==> config.mk <==
export PLATFORM = sky130hd
export DESIGN_NAME = dbus_bridge
export DESIGN_NICKNAME = d
export VERILOG_FILES = /design/src/rtl/dbus_bridge_pkg.sv /design/src/rtl/dbus_bridge_gpio_sync.sv /design/src/rtl/dbus_bridge.sv
export SDC_FILE = /design/constraint.sdc
export NUM_CORES = 1
export LEC_CHECK = 0
export ABC_CLOCK_PERIOD_IN_PS = 2300
export BUFFER_PORTS_ARGS = -buffer_cell sky130_fd_sc_hd__clkbuf_2
export CAP_MARGIN = 10
export CELL_PAD_IN_SITES_DETAIL_PLACEMENT = 1
export CELL_PAD_IN_SITES_GLOBAL_PLACEMENT = 2
export CORE_ASPECT_RATIO = 1.1
export CORE_MARGIN = 1
export CORE_UTILIZATION = 32
export CTS_BUF_LIST = sky130_fd_sc_hd__clkbuf_8
export CTS_CLUSTER_DIAMETER = 120
export DETAILED_ROUTE_END_ITERATION = 12
export PLACE_DENSITY = 0.81
export SLEW_MARGIN = 0
export SYNTH_ARGS = -nofsm -noshare
export SYNTH_HDL_FRONTEND = slang
export SYNTH_SLANG_ARGS = --single-unit
==> constraint.sdc <==
create_clock -name clk -period 2.3 [get_ports clk]
set_clock_uncertainty 0.1 [all_clocks]
set_input_delay 0.115 -clock clk [delete_from_list [all_inputs] [get_ports clk]]
set_output_delay 0.115 -clock clk [all_outputs]
set_load 0.03 [all_outputs]
==> src/rtl/dbus_bridge_pkg.sv <==
// Shared constants for the data-bus bridge: default MMIO base, I/O register
// offsets and the RAM access FSM encoding.
package dbus_bridge_pkg;

   localparam logic [31:0] IO_BASE_DEF = 32'hBFD0_0000;

   localparam logic [11:0] IO_LED = 12'h000;
   localparam logic [11:0] IO_SW  = 12'h004;
   localparam logic [11:0] IO_CNT = 12'h008;

   typedef enum logic [1:0] {
      DB_IDLE = 2'd0,
      DB_WAIT = 2'd1,
      DB_DONE = 2'd2
   } db_state_e;

endpackage

==> src/rtl/dbus_bridge_gpio_sync.sv <==
// Multi-flop synchroniser for the asynchronous switch inputs (no debounce).
// The value appears on q after STAGES clock edges.
module dbus_bridge_gpio_sync #(
   parameter int W      = 12,
   parameter int STAGES = 2
) (
   input  logic         clk,
   input  logic         rst,
   input  logic [W-1:0] d,
   output logic [W-1:0] q
);

   logic [STAGES-1:0][W-1:0] sync_pipe;

   // shift the raw input through the synchroniser chain
   always_ff @(posedge clk or negedge rst) begin
      if (!rst) sync_pipe <= '0;
      else      sync_pipe <= {sync_pipe[STAGES-2:0], d};
   end

   assign q = sync_pipe[STAGES-1];

endmodule

==> src/rtl/dbus_bridge.sv <==
// Data-bus bridge: MEM stage to data RAM (with optional wait states) and a
// 4 KB MMIO window holding LEDs, switches and an optional cycle counter.
// Optional feature: define DBUS_CYCLE_CNT_EN to build the 32-bit cycle counter
// at I/O offset 0x008.
module dbus_bridge
   import dbus_bridge_pkg::*;
#(
   parameter int              DATA_W      = 32,
   parameter int              ADDR_W      = 32,
   parameter int              RAM_WAIT    = 1,
   parameter logic [31:0]     IO_BASE     = IO_BASE_DEF,
   parameter int              SW_W        = 12,
   parameter int              LED_W       = 32,
   parameter int              SYNC_STAGES = 2
) (
   input  logic                clk,
   input  logic                rst,
   input  logic                req_i,
   input  logic                we_i,
   input  logic [ADDR_W-1:0]   addr_i,
   input  logic [DATA_W/8-1:0] sel_i,
   input  logic [DATA_W-1:0]   wdata_i,
   output logic [DATA_W-1:0]   rdata_o,
   output logic                stallreq_o,
   output logic                ram_ce_o,
   output logic                ram_we_o,
   output logic [DATA_W/8-1:0] ram_sel_o,
   output logic [ADDR_W-1:0]   ram_addr_o,
   output logic [DATA_W-1:0]   ram_data_o,
   input  logic [DATA_W-1:0]   ram_data_i,
   input  logic [SW_W-1:0]     switch_on,
   output logic [LED_W-1:0]    led_out
);

   // Requests are masked while reset is held so nothing combinational leaks out.
   logic              active, io_win, io_hit, ram_hit;
   logic [11:0]       offset;
   logic [SW_W-1:0]   sw_sync;
   logic [DATA_W-1:0] io_rdata, ram_rdata;
   logic              ram_rvld;

   assign active  = req_i & rst;
   assign io_win  = (addr_i[ADDR_W-1:12] == IO_BASE[ADDR_W-1:12]);
   assign io_hit  = active & io_win;
   assign ram_hit = active & ~io_win;
   assign offset  = addr_i[11:0];

   dbus_bridge_gpio_sync #(.W(SW_W), .STAGES(SYNC_STAGES)) u_sync (
      .clk (clk),
      .rst (rst),
      .d   (switch_on),
      .q   (sw_sync)
   );

   // LED register, byte-enabled write
   always_ff @(posedge clk or negedge rst) begin
      if (!rst) led_out <= '0;
      else if (io_hit && we_i && offset == IO_LED) begin
         for (int i = 0; i < LED_W; i++)
            if (sel_i[i/8]) led_out[i] <= wdata_i[i];
      end
   end

`ifdef DBUS_CYCLE_CNT_EN
   logic [31:0] cyc_cnt;

   // free-running counter; a write to its offset clears it and beats the increment
   always_ff @(posedge clk or negedge rst) begin
      if (!rst) cyc_cnt <= '0;
      else if (io_hit && we_i && offset == IO_CNT) cyc_cnt <= '0;
      else cyc_cnt <= cyc_cnt + 32'd1;
   end
`endif

   // combinational MMIO read mux; unmapped offsets read zero
   always_comb begin
      io_rdata = '0;
      case (offset)
         IO_LED: io_rdata[LED_W-1:0] = led_out;
         IO_SW:  io_rdata[SW_W-1:0]  = sw_sync;
`ifdef DBUS_CYCLE_CNT_EN
         IO_CNT: io_rdata[31:0]      = cyc_cnt;
`endif
         default: io_rdata = '0;
      endcase
   end

   generate
      if (RAM_WAIT == 0) begin : g_nowait
         // single-cycle RAM: straight pass-through, never stalls
         assign stallreq_o = 1'b0;
         assign ram_ce_o   = ram_hit;
         assign ram_we_o   = ram_hit & we_i;
         assign ram_sel_o  = ram_hit ? sel_i : '0;
         assign ram_addr_o = addr_i;
         assign ram_data_o = wdata_i;
         assign ram_rdata  = ram_data_i;
         assign ram_rvld   = ram_hit;
      end else begin : g_wait
         localparam int CNT_W = (RAM_WAIT > 1) ? $clog2(RAM_WAIT) : 1;

         db_state_e           state_q, state_d;
         logic [CNT_W-1:0]    cnt_q, cnt_d;
         logic                cap;
         logic                we_q;
         logic [DATA_W/8-1:0] sel_q;
         logic [ADDR_W-1:0]   addr_q;
         logic [DATA_W-1:0]   wdata_q, rd_q;

         // FSM state register
         always_ff @(posedge clk or negedge rst) begin
            if (!rst) state_q <= DB_IDLE;
            else      state_q <= state_d;
         end

         // wait counter, latched request (held stable in WAIT) and read capture
         always_ff @(posedge clk or negedge rst) begin
            if (!rst) begin
               cnt_q   <= '0;
               we_q    <= 1'b0;
               sel_q   <= '0;
               addr_q  <= '0;
               wdata_q <= '0;
               rd_q    <= '0;
            end else begin
               cnt_q <= cnt_d;
               if (state_q == DB_IDLE && ram_hit) begin
                  we_q    <= we_i;
                  sel_q   <= sel_i;
                  addr_q  <= addr_i;
                  wdata_q <= wdata_i;
               end
               if (cap) rd_q <= ram_data_i;
            end
         end

         // next state and RAM-side outputs
         always_comb begin
            state_d    = state_q;
            cnt_d      = cnt_q;
            cap        = 1'b0;
            stallreq_o = 1'b0;
            ram_ce_o   = 1'b0;
            ram_we_o   = 1'b0;
            ram_sel_o  = '0;
            ram_addr_o = addr_q;
            ram_data_o = wdata_q;
            case (state_q)
               DB_IDLE: begin
                  ram_addr_o = addr_i;
                  ram_data_o = wdata_i;
                  if (ram_hit) begin
                     stallreq_o = 1'b1;
                     ram_ce_o   = 1'b1;
                     ram_we_o   = we_i;
                     ram_sel_o  = sel_i;
                     cnt_d      = CNT_W'(RAM_WAIT - 1);
                     state_d    = DB_WAIT;
                  end
               end
               DB_WAIT: begin
                  stallreq_o = 1'b1;
                  ram_ce_o   = 1'b1;
                  ram_we_o   = we_q;
                  ram_sel_o  = sel_q;
                  if (!req_i) state_d = DB_IDLE;     // flushed
                  else if (cnt_q == '0) begin
                     cap     = 1'b1;
                     state_d = DB_DONE;
                  end else cnt_d = cnt_q - CNT_W'(1);
               end
               DB_DONE: state_d = DB_IDLE;          // req_i here is the finished access
               default: state_d = DB_IDLE;
            endcase
         end

         assign ram_rdata = rd_q;
         assign ram_rvld  = (state_q == DB_DONE);
      end
   endgenerate

   // read data back to the MEM stage
   always_comb begin
      rdata_o = '0;
      if (io_hit)        rdata_o = io_rdata;
      else if (ram_rvld) rdata_o = ram_rdata;
   end

endmodule

# ---- Word-level counts from Yosys, hierarchy flattened
# Cells that the tools add are included.
dict set report totals {
  regBits 160
  latchBits 0
  mem_bits_rw 0
  romBits 0
  in_bits 116
  output_inout_bits 135
  word_cells 60
  n_memories 0
}
dict set report op_classes {
  n_addsub 1
  n_mul 0
  n_div 0
  order_cmp 0
  eq_ne 7
  n_shift 0
  n_mux 23
  n_bitwise 4
  n_reduce_logical 12
}
# operator n
set op_table {}
lappend op_table {{$mux W32} 4}
lappend op_table {{$pmux W12 S2} 1}
lappend op_table {{$eq A20 B20 Y1 const B} 1}
lappend op_table {{$mux W20} 1}
lappend op_table {{$eq A12 B3 Y1 const B} 1}
lappend op_table {{$logic_not A12 Y1} 1}
lappend op_table {{$reduce_and A2 Y1} 5}
lappend op_table {{$mux W1} 8}
lappend op_table {{$pmux W4 S2} 1}
lappend op_table {{$mux W2} 3}
lappend op_table {{$pmux W1 S2} 3}
lappend op_table {{$mux W4} 1}
lappend op_table {{$ne A2 B2 Y1 const B} 2}
lappend op_table {{$pmux W2 S2} 1}
lappend op_table {{$and A1 B1 Y1} 3}
lappend op_table {{$logic_and A1 B1 Y1} 3}
lappend op_table {{$ne A3 B3 Y1 const B} 1}
lappend op_table {{$reduce_and A3 Y1} 1}
lappend op_table {{$eq A2 B1 Y1 const B} 1}
lappend op_table {{$eq A2 B2 Y1 const B} 1}
lappend op_table {{$logic_not A2 Y1} 1}
lappend op_table {{$reduce_bool A2 Y1} 1}
lappend op_table {{$not A1 Y1} 1}
lappend op_table {{$sub A1 B1 Y1 const B} 1}

# ---- Logic depth before layout (Yosys ltp)
# Gate-level depths: netlist of run 1.
dict set report logic_depth {
  depth_word 5
  mapped_depth 6
  ltp_nobuf 4
}

# ---- By module
# A second synthesis of run 1 with hierarchy kept.
dict set report hier_totals {
  hier_cells 693
  hier_area_um2 7337.0
}
# mod n_inst cells_per_inst area_per_inst_um2 seq_area_each_um2
set by_module_without_submodules {}
lappend by_module_without_submodules {dbus_bridge 1 657 6646.4 3378.2}
lappend by_module_without_submodules {dbus_bridge_gpio_sync 1 36 690.7 600.6}

# ---- Worst setup path after synthesis of run 1
# Ideal clock, no wire load.
dict set report synth_timing {
  path_type {input port to output port}
  from {input port addr_i[16]}
  to {output port rdata_o[10]}
  t_arrival_ps 2186
  required_ps 2085
  setup_slack_ps -101
  cell_stages 5
  path_buffers 1
  cell_sequence {nor4_1 > nand3_1 > nor3_1 > clkbuf_1 > mux2i_1}
}
dict set report synth_between {
  elab_chain_cells 3
}
# element line_no
set synth_lines {}
lappend synth_lines {{from (decl)} dbus_bridge.sv:20} ;# input logic [ADDR_W-1:0] addr_i,
lappend synth_lines {{$eq A20 B20 Y1} dbus_bridge.sv:43} ;# assign io_win = (addr_i[ADDR_W-1:12] == IO_BASE[ADDR_W-1:12]);
lappend synth_lines {{$and A1 B1 Y1} dbus_bridge.sv:44} ;# assign io_hit = active & io_win;
lappend synth_lines {{$mux W32} dbus_bridge.sv:185} ;# if (io_hit) rdata_o = io_rdata;
lappend synth_lines {{to (decl)} dbus_bridge.sv:23} ;# output logic [DATA_W-1:0] rdata_o,
# Every way passes these cells.

# ---- Final worst setup path of run 1
dict set report layout_timing {
  from {register g_wait.state_q[0]}
  to {output port ram_sel_o[1]}
}
dict set report layout_between {
  elab_chain_cells 2
  word_cells_on_any_way 3
  cone_classes {eq/ne (1); mux (1); reduce/logical (1)}
}
# element line_no
set layout_lines {}
lappend layout_lines {{from (decl)} dbus_bridge.sv:102} ;# db_state_e state_q, state_d;
lappend layout_lines {{from (signal assigned)} dbus_bridge.sv:113} ;# else state_q <= state_d;
lappend layout_lines {{$eq A2 B1 Y1 or $logic_not A2 Y1 (tied branches)} dbus_bridge.sv:148} ;# case (state_q)
lappend layout_lines {{$pmux W4 S2 *} dbus_bridge.sv:148}
lappend layout_lines {{to (decl)} dbus_bridge.sv:27} ;# output logic [DATA_W/8-1:0] ram_sel_o,
# Every way passes the cells marked *; elsewhere a longest branch is shown, timed or not.

==> run_results.csv, run 1 <==
group,metric,value,unit
status,status,"finished clean",
power_and_ir_drop,switching_share,33.7,%
synth,syn_area,7380,µm²
timing,maxSlewViolCount,0,
clock_network,cts.sinks,159,
clock_network,clk_latency,0.46,ns
routing,ant_nets,0,
timing,finalHoldViolations,0,
grt,grt_max_degree,131,
layout,drive_gt1_share,44.9,%
critical_path,r2r_cells,7,
critical_path,cp.required,2.09,ns
routing,drt_pass1_iterations,4,
power_and_ir_drop,sequentialPowerShare,47.1,%
power_and_ir_drop,internal_power,4770,µW
routing,via_per_inst,4.67,
critical_path,reg2reg_to,"g_wait.rd_q[10]$_DFFE_PN0P_",
layout,nNetsFinal,1179,
synth,syn_area_per_cell,10.8,µm²
floorplanning,start_util,33.1,%
power_and_ir_drop,switching_power,2430,µW
routing,drc,0,
power_and_ir_drop,power,7200,µW
layout,area_growth,47.8,%
layout,final_common_cell,"nand2_1",
clock_network,htreeDepth,4,
synth,yosys.area_share.simple,16.6,%
timing,hold_ws,0.0338,ns
power_and_ir_drop,ir_drop,333,µV
critical_path,r2r_start,"g_wait.state_q[0]$_DFFE_PN0P_",
place,io_buffers,250,
critical_path,crit_type,"reg2out",
timing,period_needed,2.23,ns
floorplanning,die_h,161,µm
min_path,hold_path_end,"g_wait.state_q[1]$_DFFE_PN0P_",
grt,grt_pass1_wl,38800,µm
timing,clock.fmax,449,MHz
synth,synthMuxAreaShare,26.5,%
min_path,hold_depth,4,
layout,layout_common_cells,"267 x nand2_1, 243 x clkbuf_2, 157 x dfrtp_1, 144 x mux2_2, 113 x dlygate4sd3_1",
place,gp_congestion,0.778,
grt,grtUsageTotal,21.2,%
grt,grt_pass1_vias,6888,
routing,num_vias,6408,
synth,synthAdderAreaFrac,0,%
clock_network,cts_tree,"done",
routing,wl,24400,µm
grt,overflow,0,
critical_path,cp_max_fo,10,
power_and_ir_drop,p_leak,0.00542,µW
power_and_ir_drop,powerDensity,660,nW/µm²
timing,rsz0062_at_grt,"true",
clock_network,clock_path_buffers,2,
routing,drtIter0Drc,164,
min_path,holdCritStartpoint,"req_i",
place,dp_hpwl,16000,µm
clock_network,path_clk_slew,0.09,ns
floorplanning,dieArea,23700,µm²
synth,synth_cells,682,
timing,worstMarginPinSlew,0.713,ns
synth,synth_nets,798,
synth,synth_seq_area_share,53.9,%
synth,yosys.area_share.xor_xnor,0,%
flow_run,cap_violations,0,
floorplanning,die_w,147,µm
synth,ys_types,28,
synth,synth_top_family_by_area,"multiplexers",
timing,slew-limit-headroom,52.5,%
timing,post-route-period-util,96.8,%
floorplanning,placementRows,57,
power_and_ir_drop,power_frac_clock,29.2,%
floorplanning,core_area,22300,µm²
floorplanning,ios,251,
synth,yosys_warnings,0,
clock_network,cts_buffers,17,
routing,drt-wirelength-per-cell,17.8,µm
critical_path,reg2reg_slack,0.57,ns
power_and_ir_drop,p_comb_share,23.7,%
synth,synth_compound_area_share,0.576,%
grt,grt_antenna_before_repair,1,
critical_path,end_kind,"output pin",
critical_path,start_kind,"flop",
timing,setup_viol,0,
critical_path,critPathArrivalTime,2.01,ns
synth,ys_ff_latch,159,
clock_network,root_buffer,"clkbuf_8",
min_path,min_path_type,"in2reg",
[worst max-delay path by stage]
| stage | from | to | slack, ns | depth (start not counted) |
|---|---|---|---|---|
| finish | g_wait.state_q[0]$_DFFE_PN0P_ | ram_sel_o[1] | 0.07 | 6 |
| detailed placement | addr_i[9] | led_out[14]$_DFFE_PN0P_ | -0.17 | 7 |
| global route | g_wait.state_q[0]$_DFFE_PN0P_ | ram_sel_o[1] | -0.005 | 6 |
| floorplan | addr_i[16] | rdata_o[10] | -0.10 | 5 |
| CTS | g_wait.state_q[1]$_DFFE_PN0P_ | ram_sel_o[1] | 0.006 | 6 |
| global placement | addr_i[9] | led_out[12]$_DFFE_PN0P_ | -0.12 | 7 |
[cells in the mapped netlist (all sizes together)]
master,count,area (µm²)
nand2,268,1010
dfrtp,159,3980
mux2,145,1630
mux2i,32,320
clkbuf,29,109
buf,9,43.8
inv,8,30.0
nor4,6,97.6
o21ai,6,30.0
nor2,3,11.3
or4,3,26.3
nand3,2,10.0
nor3,2,10.0
a21oi,1,5.00
and4,1,8.76
and4b,1,10.0
nand4,1,6.26
nor2b,1,6.26
nor4b,1,8.76
nor4bb,1,10.0
o21bai,1,7.51
or2,1,6.26
or3,1,6.26
[worst max-delay path: stages, from the launching register on]
cell     delay [ns]
dfrtp_2        0.43
or2_2          0.35
nor2_4         0.12
o21ai_4        0.10
buf_4          0.20
o21ai_0        0.17
buf_4          0.20
[cell type report]
type	instances	area, µm²
fill	2554	11400
clock inverter	15	165
tap	295	369
timing repair buffer	400	2820
multi-input combinational	477	3310
antenna	2	5.00
clock buffer	17	234
inverter	8	30.0
sequential	159	3980
[stage by stage]
stage	utilization [%]	area, µm²	setup TNS [ns]	setup slack [ns]	std cells
2_1_floorplan	-	7380	-3.02	-0.101	682
3_3_place_gp	41.4	9250	-3.34	-0.121	1220
3_5_place_dp	41.4	9250	-4.38	-0.174	1220
4_1_cts	48.6	10800	0	0.00558	1367
5_1_grt	48.9	10900	-0.00545	-0.00545	1372
6_report	48.9	10900	0	0.0737	1373
[per-layer routing]
| layer | wire, µm | vias up | track usage [%] |
|---|---|---|---|
| met2 | 12600 | 149 | 36.9 |
| met1 | 10300 | 3201 | 26.3 |
| met3 | 858 | 31 | 3.73 |
| li1 | - | 3027 | - |
| met5 | 0 | - | 0 |
| met4 | 578 | 0 | 7.67 |
[cells by family after synthesis]
kind of cell	after synthesis
flops	159
compound gates	8
simple gates	292
mux	177
buf+inv	46
[power by group through the flow]
stage	sequential, µW	clock, µW	combinational (µW)
detailed placement	3440	0	1530
global route	3450	2280	1850
global placement	3420	0	1500
floorplan	3380	0	1020
finish	3390	2100	1700
CTS	3380	2180	1700
[what timing repair did]
action,CTS,global route
hold endpoints to repair,303,0
cloned,0,1
resized for setup,11,17
pin swaps,1,1
hold buffers,113,0
setup buffers,2,3
setup endpoints to repair,100,38
[state kept, by name (all words and copies together) (netlist names)]
register	flops
g_wait.state_q	2
u_sync.q	12
u_sync.sync_pipe	12
led_out	32
g_wait.rd_q	32
g_wait.we_q	1
g_wait.sel_q	4
g_wait.addr_q	32
g_wait.wdata_q	32
Power figures use the tool's default switching activity.
==> run 2: changes to the inputs <==
Settings changed: RECOVER_POWER set to 25, SLEW_MARGIN 0 to not set.
==> run 2 against run 1 <==
Compared with the run above: fmax barely moved; routed wire length is essentially flat; clock-buffer cell count did not move; core utilization down 0.050 points; cell count unchanged; worst hold slack is essentially flat; sequential power barely moved; global-route usage stayed put; register-to-register slack about the same; sequential cell count did not move; first-iteration DRC count decreased by 2.4%; design area decreased by 0.10%.
==> run_results.csv, run 2 (synthesis gave the netlist of run 1 again) <==
group,metric,value,unit
status,status,"finished clean",
critical_path,max_stage_delay,0.43,ns
routing,num_vias,6413,
routing,wl,24400,µm
timing,setup_viol,0,
place,placed_cells,1220,
layout,n_fill_cell,2558,
routing,dr_wl_met2,12600,µm
flow_run,cap_violations,0,
place,gp_congestion,0.778,
routing,drtIter0Drc,160,
layout,finalNonFillerCells,1373,
routing,drt-wirelength-per-cell,17.7,µm
floorplanning,ios,251,
layout,nNetsFinal,1179,
critical_path,critPathSlowestCell,"dfrtp_2",
grt,grt_pass1_wl,38800,µm
layout,final_common_cell,"nand2_1",
critical_path,crit_type,"reg2out",
clock_network,cts_tree,"done",
clock_network,htreeDepth,4,
floorplanning,start_util,33.1,%
timing,rsz0062_at_grt,"true",
power_and_ir_drop,ir_drop,333,µV
clock_network,path_clk_slew,0.09,ns
critical_path,worstPathCellList,"or2_2 > nor2_4 > o21ai_4 > buf_4 > o21ai_0 > buf_4",
clock_network,cts.sinks,159,
critical_path,cp_max_fo,10,
floorplanning,placementRows,57,
grt,grt_pass1_vias,6888,
timing,setup-tns-final,0,ns
power_and_ir_drop,powerDensity,660,nW/µm²
timing,slew-limit-headroom,19.3,%
floorplanning,dieArea,23700,µm²
routing,top_layer,"met4",
routing,ant_nets,0,
timing,post-route-period-util,96.7,%
critical_path,end_kind,"output pin",
clock_network,clock_path_buffers,2,
layout,fin_util,48.8,%
layout,layout_common_cells,"267 x nand2_1, 244 x clkbuf_2, 157 x dfrtp_1, 144 x mux2_2, 113 x dlygate4sd3_1",
timing,worstMarginPinSlew,1.21,ns
layout,area_growth,47.6,%
min_path,min_path_type,"in2reg",
routing,drc,0,
floorplanning,die_w,147,µm
grt,grt_max_degree,131,
grt,grtUsageTotal,21.2,%
critical_path,reg2reg_slack,0.57,ns
place,dp_hpwl,16000,µm
routing,drt_pass1_iterations,4,
timing,fin_ws,0.0758,ns
grt,overflow,0,
clock_network,clk_latency,0.46,ns
floorplanning,core_area,22300,µm²
power_and_ir_drop,p_leak,0.00541,µW
critical_path,cp.required,2.09,ns
routing,wl_met1,10300,µm
critical_path,start_kind,"flop",
timing,period_needed,2.22,ns
clock_network,root_buffer,"clkbuf_8",
layout,drive_gt1_share,44.9,%
routing,routed-wl-met3,864,µm
clock_network,cts_buffers,17,
place,io_buffers,250,
timing,finalHoldViolations,0,
grt,grt_antenna_before_repair,1,
critical_path,cpMostUsedCell,"buf_4",
place,place_ws,-0.174,ns
routing,via_per_inst,4.67,
critical_path,critPathArrivalTime,2.01,ns
floorplanning,die_h,161,µm
power_and_ir_drop,power,7200,µW
timing,clock.fmax,450,MHz
timing,maxSlewViolCount,0,
## run 2: metal layers
layer / up-vias / track usage, %
met1: 3204 / 26.3
li1: 3027 / -
met5: - / 0
met3: 31 / 3.73
met4: 0 / 7.67
met2: 151 / 36.9
## run 2: area by class of cell
cell class / instances / area (µm²) / share of cell area [%]
Sequential cell: 159 / 3980 / 36.5
Multi-Input combinational cell: 477 / 3310 / 30.4
Timing Repair Buffer: 400 / 2800 / 25.7
Tap cell: 295 / 369 / 3.39
Clock buffer: 17 / 234 / 2.15
Clock inverter: 15 / 165 / 1.52
Inverter: 8 / 30.0 / 0.276
Antenna cell: 2 / 5.00 / 0.0459
## run 2: stage by stage
| step | area, µm² | hold slack, ns |
|---|---|---|
| 2_1_floorplan | 7380 | -0.281 |
| 3_3_place_gp | 9250 | 0.119 |
| 3_5_place_dp | 9250 | 0.122 |
| 4_1_cts | 10800 | 0.0201 |
| 5_1_grt | 10900 | 0.0461 |
| 6_report | 10900 | 0.0342 |
## run 2: path summary, 6_finish.rpt
check,from,endpoint,cells past startpoint
worst min-delay path,req_i,g_wait.state_q[1]$_DFFE_PN0P_,4
worst min register to register,u_sync.sync_pipe[8]$_DFF_PN0_,u_sync.q[8]$_DFF_PN0_,0
max in group asynchronous,rst,g_wait.state_q[1]$_DFFE_PN0P_,3
worst max register to register,g_wait.state_q[0]$_DFFE_PN0P_,g_wait.rd_q[10]$_DFFE_PN0P_,7
worst max-delay path,g_wait.state_q[0]$_DFFE_PN0P_,ram_sel_o[1],6
min in group asynchronous,rst,g_wait.addr_q[27]$_DFFE_PN0P_,3
## run 2: report_power, final
part,switching [µW],leakage [µW],total [µW],internal (µW)
registers,198,0.00194,3390,3200
clock network,1270,0.000200,2100,826
logic,951,0.00327,1700,750
total,2420,0.00541,7200,4770
## run 2: critical path: cells and delay by family, from the launching register on
family / cells / cell delay, ns
AND/OR/NAND/NOR: 2 / 0.46
flip-flops: 1 / 0.43
buffers and inverters: 2 / 0.40
AO/OA/AOI/OAI: 2 / 0.27
## run 2: what timing repair did
action	in CTS	in global routing
setup endpoints to repair	100	38
buffers inserted	2	3
hold buffers	113	0
pin swaps	1	1
gates cloned	0	1
resized for setup	11	17
hold endpoints to repair	303	0
==> run 3: changes to the inputs <==
Settings changed: CORE_ASPECT_RATIO 1.1 to 2, SKIP_LAST_GASP set to 1.
==> run 3 against run 2 <==
Compared with the run above: sequential share of layout area is 0.26 points lower; via count grew 2.5%; clock power increased by 2%; critical endpoint is now rdata_o[19].
==> run_results.csv, run 3 (synthesis gave the netlist of run 1 again) <==
group,metric,value,unit
critical_path,cpMostUsedCell,"buf_4",
layout,multi_input_comb_area,3290,µm²
critical_path,start_kind,"primary input",
layout,register_area,3980,µm²
grt,grt_pass1_wl,39300,µm
clock_network,clock_path_buffers,2,
timing,fin_ws,0.0591,ns
clock_network,cts_buffers,17,
floorplanning,dieArea,23700,µm²
power_and_ir_drop,ir_drop,512,µV
place,place_ws,-0.207,ns
routing,drt_pass1_iterations,4,
clock_network,htreeDepth,4,
layout,drive_gt1_share,44.7,%
critical_path,end_kind,"output pin",
min_path,min_path_type,"in2reg",
layout,final_common_cell,"nand2_1",
critical_path,critPathArrivalTime,2.03,ns
clock_network,cts_tree,"done",
place,gp_congestion,0.795,
power_and_ir_drop,p_leak,0.00547,µW
timing,setup-tns-final,0,ns
place,dp_hpwl,18000,µm
critical_path,cp.required,2.09,ns
clock_network,cts.sinks,159,
critical_path,cp_max_fo,6,
timing,maxSlewViolCount,0,
grt,grt_max_degree,109,
timing,hold_ws,0.0580,ns
clock_network,path_clk_slew,0.09,ns
routing,drtIter0Drc,187,
critical_path,worstPathCellList,"clkbuf_2 > or4_4 > buf_4 > nor4_4 > buf_4 > buf_6 > nand2_1 > mux2i_1 > clkbuf_4",
floorplanning,die_w,109,µm
grt,grt_antenna_before_repair,0,
critical_path,max_stage_delay,0.55,ns
layout,antenna_cells,0,
floorplanning,core_area,22600,µm²
routing,num_vias,6575,
layout,area_growth,48.6,%
layout,n_fill_cell,2572,
timing,finalHoldViolations,0,
routing,wl,25900,µm
layout,nNetsFinal,1191,
grt,grt_pass1_vias,7216,
layout,layout_common_cells,"267 x nand2_1, 234 x clkbuf_2, 158 x dfrtp_1, 144 x mux2_2, 113 x dlygate4sd3_1",
timing,clock.fmax,446,MHz
timing,setup_viol,0,
routing,via_per_inst,4.81,
routing,ant_nets,0,
timing,slew-limit-headroom,54.5,%
floorplanning,start_util,32.6,%
timing,period_needed,2.24,ns
clock_network,clk_latency,0.47,ns
grt,overflow,0,
power_and_ir_drop,power,7270,µW
floorplanning,die_h,217,µm
clock_network,root_buffer,"clkbuf_8",
flow_run,cap_violations,0,
timing,worstMarginPinSlew,0.683,ns
floorplanning,placementRows,78,
routing,drc,0,
status,status,"finished clean",
floorplanning,ios,251,
grt,grtUsageTotal,22.6,%
critical_path,critPathSlowestCell,"or4_4",
critical_path,crit_type,"in2out",
routing,drt-wirelength-per-cell,19.0,µm
place,io_buffers,250,
timing,rsz0062_at_grt,"true",
power_and_ir_drop,powerDensity,662,nW/µm²
timing,post-route-period-util,97.4,%
## run 3: changes by cell type in the layout (fill, tap and decap cells not counted), moves of 2 or more
cell / previous run / this run
buf_4: 26 / 41
clkinv_8: 3 / 0
inv_6: 4 / 0
clkbuf_1: 0 / 4
buf_2: 1 / 3
clkinvlp_4: 1 / 6
clkbuf_2: 244 / 234
bufinv_16: 0 / 3
inv_8: 5 / 0
diode_2: 2 / 0
inv_1: 8 / 10
## run 3: where the power goes
| part | switching [µW] | internal (µW) | total (µW) | leakage [µW] |
|---|---|---|---|---|
| logic | 966 | 761 | 1730 | 0.00333 |
| clock network | 1090 | 1060 | 2150 | 0.000192 |
| registers | 192 | 3200 | 3390 | 0.00194 |
## run 3: through the flow
step / cell area, µm² / util [%] / instances
floorplan: 7380 / - / 682
global route: 11000 / 48.5 / 1368
finish: 11000 / 48.5 / 1368
global placement: 9260 / 40.9 / 1213
detailed placement: 9260 / 40.9 / 1213
CTS: 10900 / 48.1 / 1363
## run 3: critical path, delay by kind of cell
| family | cells | cell delay (ns) |
|---|---|---|
| buffers and inverters | 5 | 0.85 |
| AND/OR/NAND/NOR | 3 | 0.80 |
| multiplexers | 1 | 0.27 |
## run 3: worst paths after layout
path / slack, ns / from / cells after the start / endpoint
setup / recovery: 0.06 / addr_i[5] / 9 / rdata_o[19]
hold / removal: 0.06 / req_i / 3 / g_wait.state_q[1]$_DFFE_PN0P_
setup reg to reg: 0.46 / g_wait.state_q[0]$_DFFE_PN0P_ / 6 / g_wait.wdata_q[16]$_DFFE_PN0P_
hold reg to reg: 0.25 / u_sync.sync_pipe[4]$_DFF_PN0_ / 0 / u_sync.q[4]$_DFF_PN0_
max in group asynchronous: 0.76 / rst / 4 / g_wait.state_q[0]$_DFFE_PN0P_
min in group asynchronous: 0.19 / rst / 3 / g_wait.addr_q[18]$_DFFE_PN0P_
## run 3: layout make-up
class	count	area share, %
Sequential cell	159	36.3
Multi-Input combinational cell	477	30.0
Timing Repair Buffer	412	26.6
Tap cell	280	3.19
Clock buffer	17	2.13
Clock inverter	15	1.59
Inverter	8	0.274
## run 3: routing by layer
metal / share of wire (%) / global-route usage (%) / routed length (µm) / vias to the layer above
li1: - / - / - / 3041
met1: 35 / 22.5 / 9130 / 3277
met2: 56 / 42.3 / 14500 / 194
met3: 4.0 / 4.61 / 1040 / 63
met4: 5.0 / 12.4 / 1310 / 0
met5: 0 / 0 / 0 / -
## run 3: timing repair
action	CTS	global route
hold buffers	113	0
pin swaps	0	2
cloned	0	2
resized for setup	12	17
buffers inserted	5	3
hold endpoints to repair	251	0
endpoints found under the setup margin	93	50
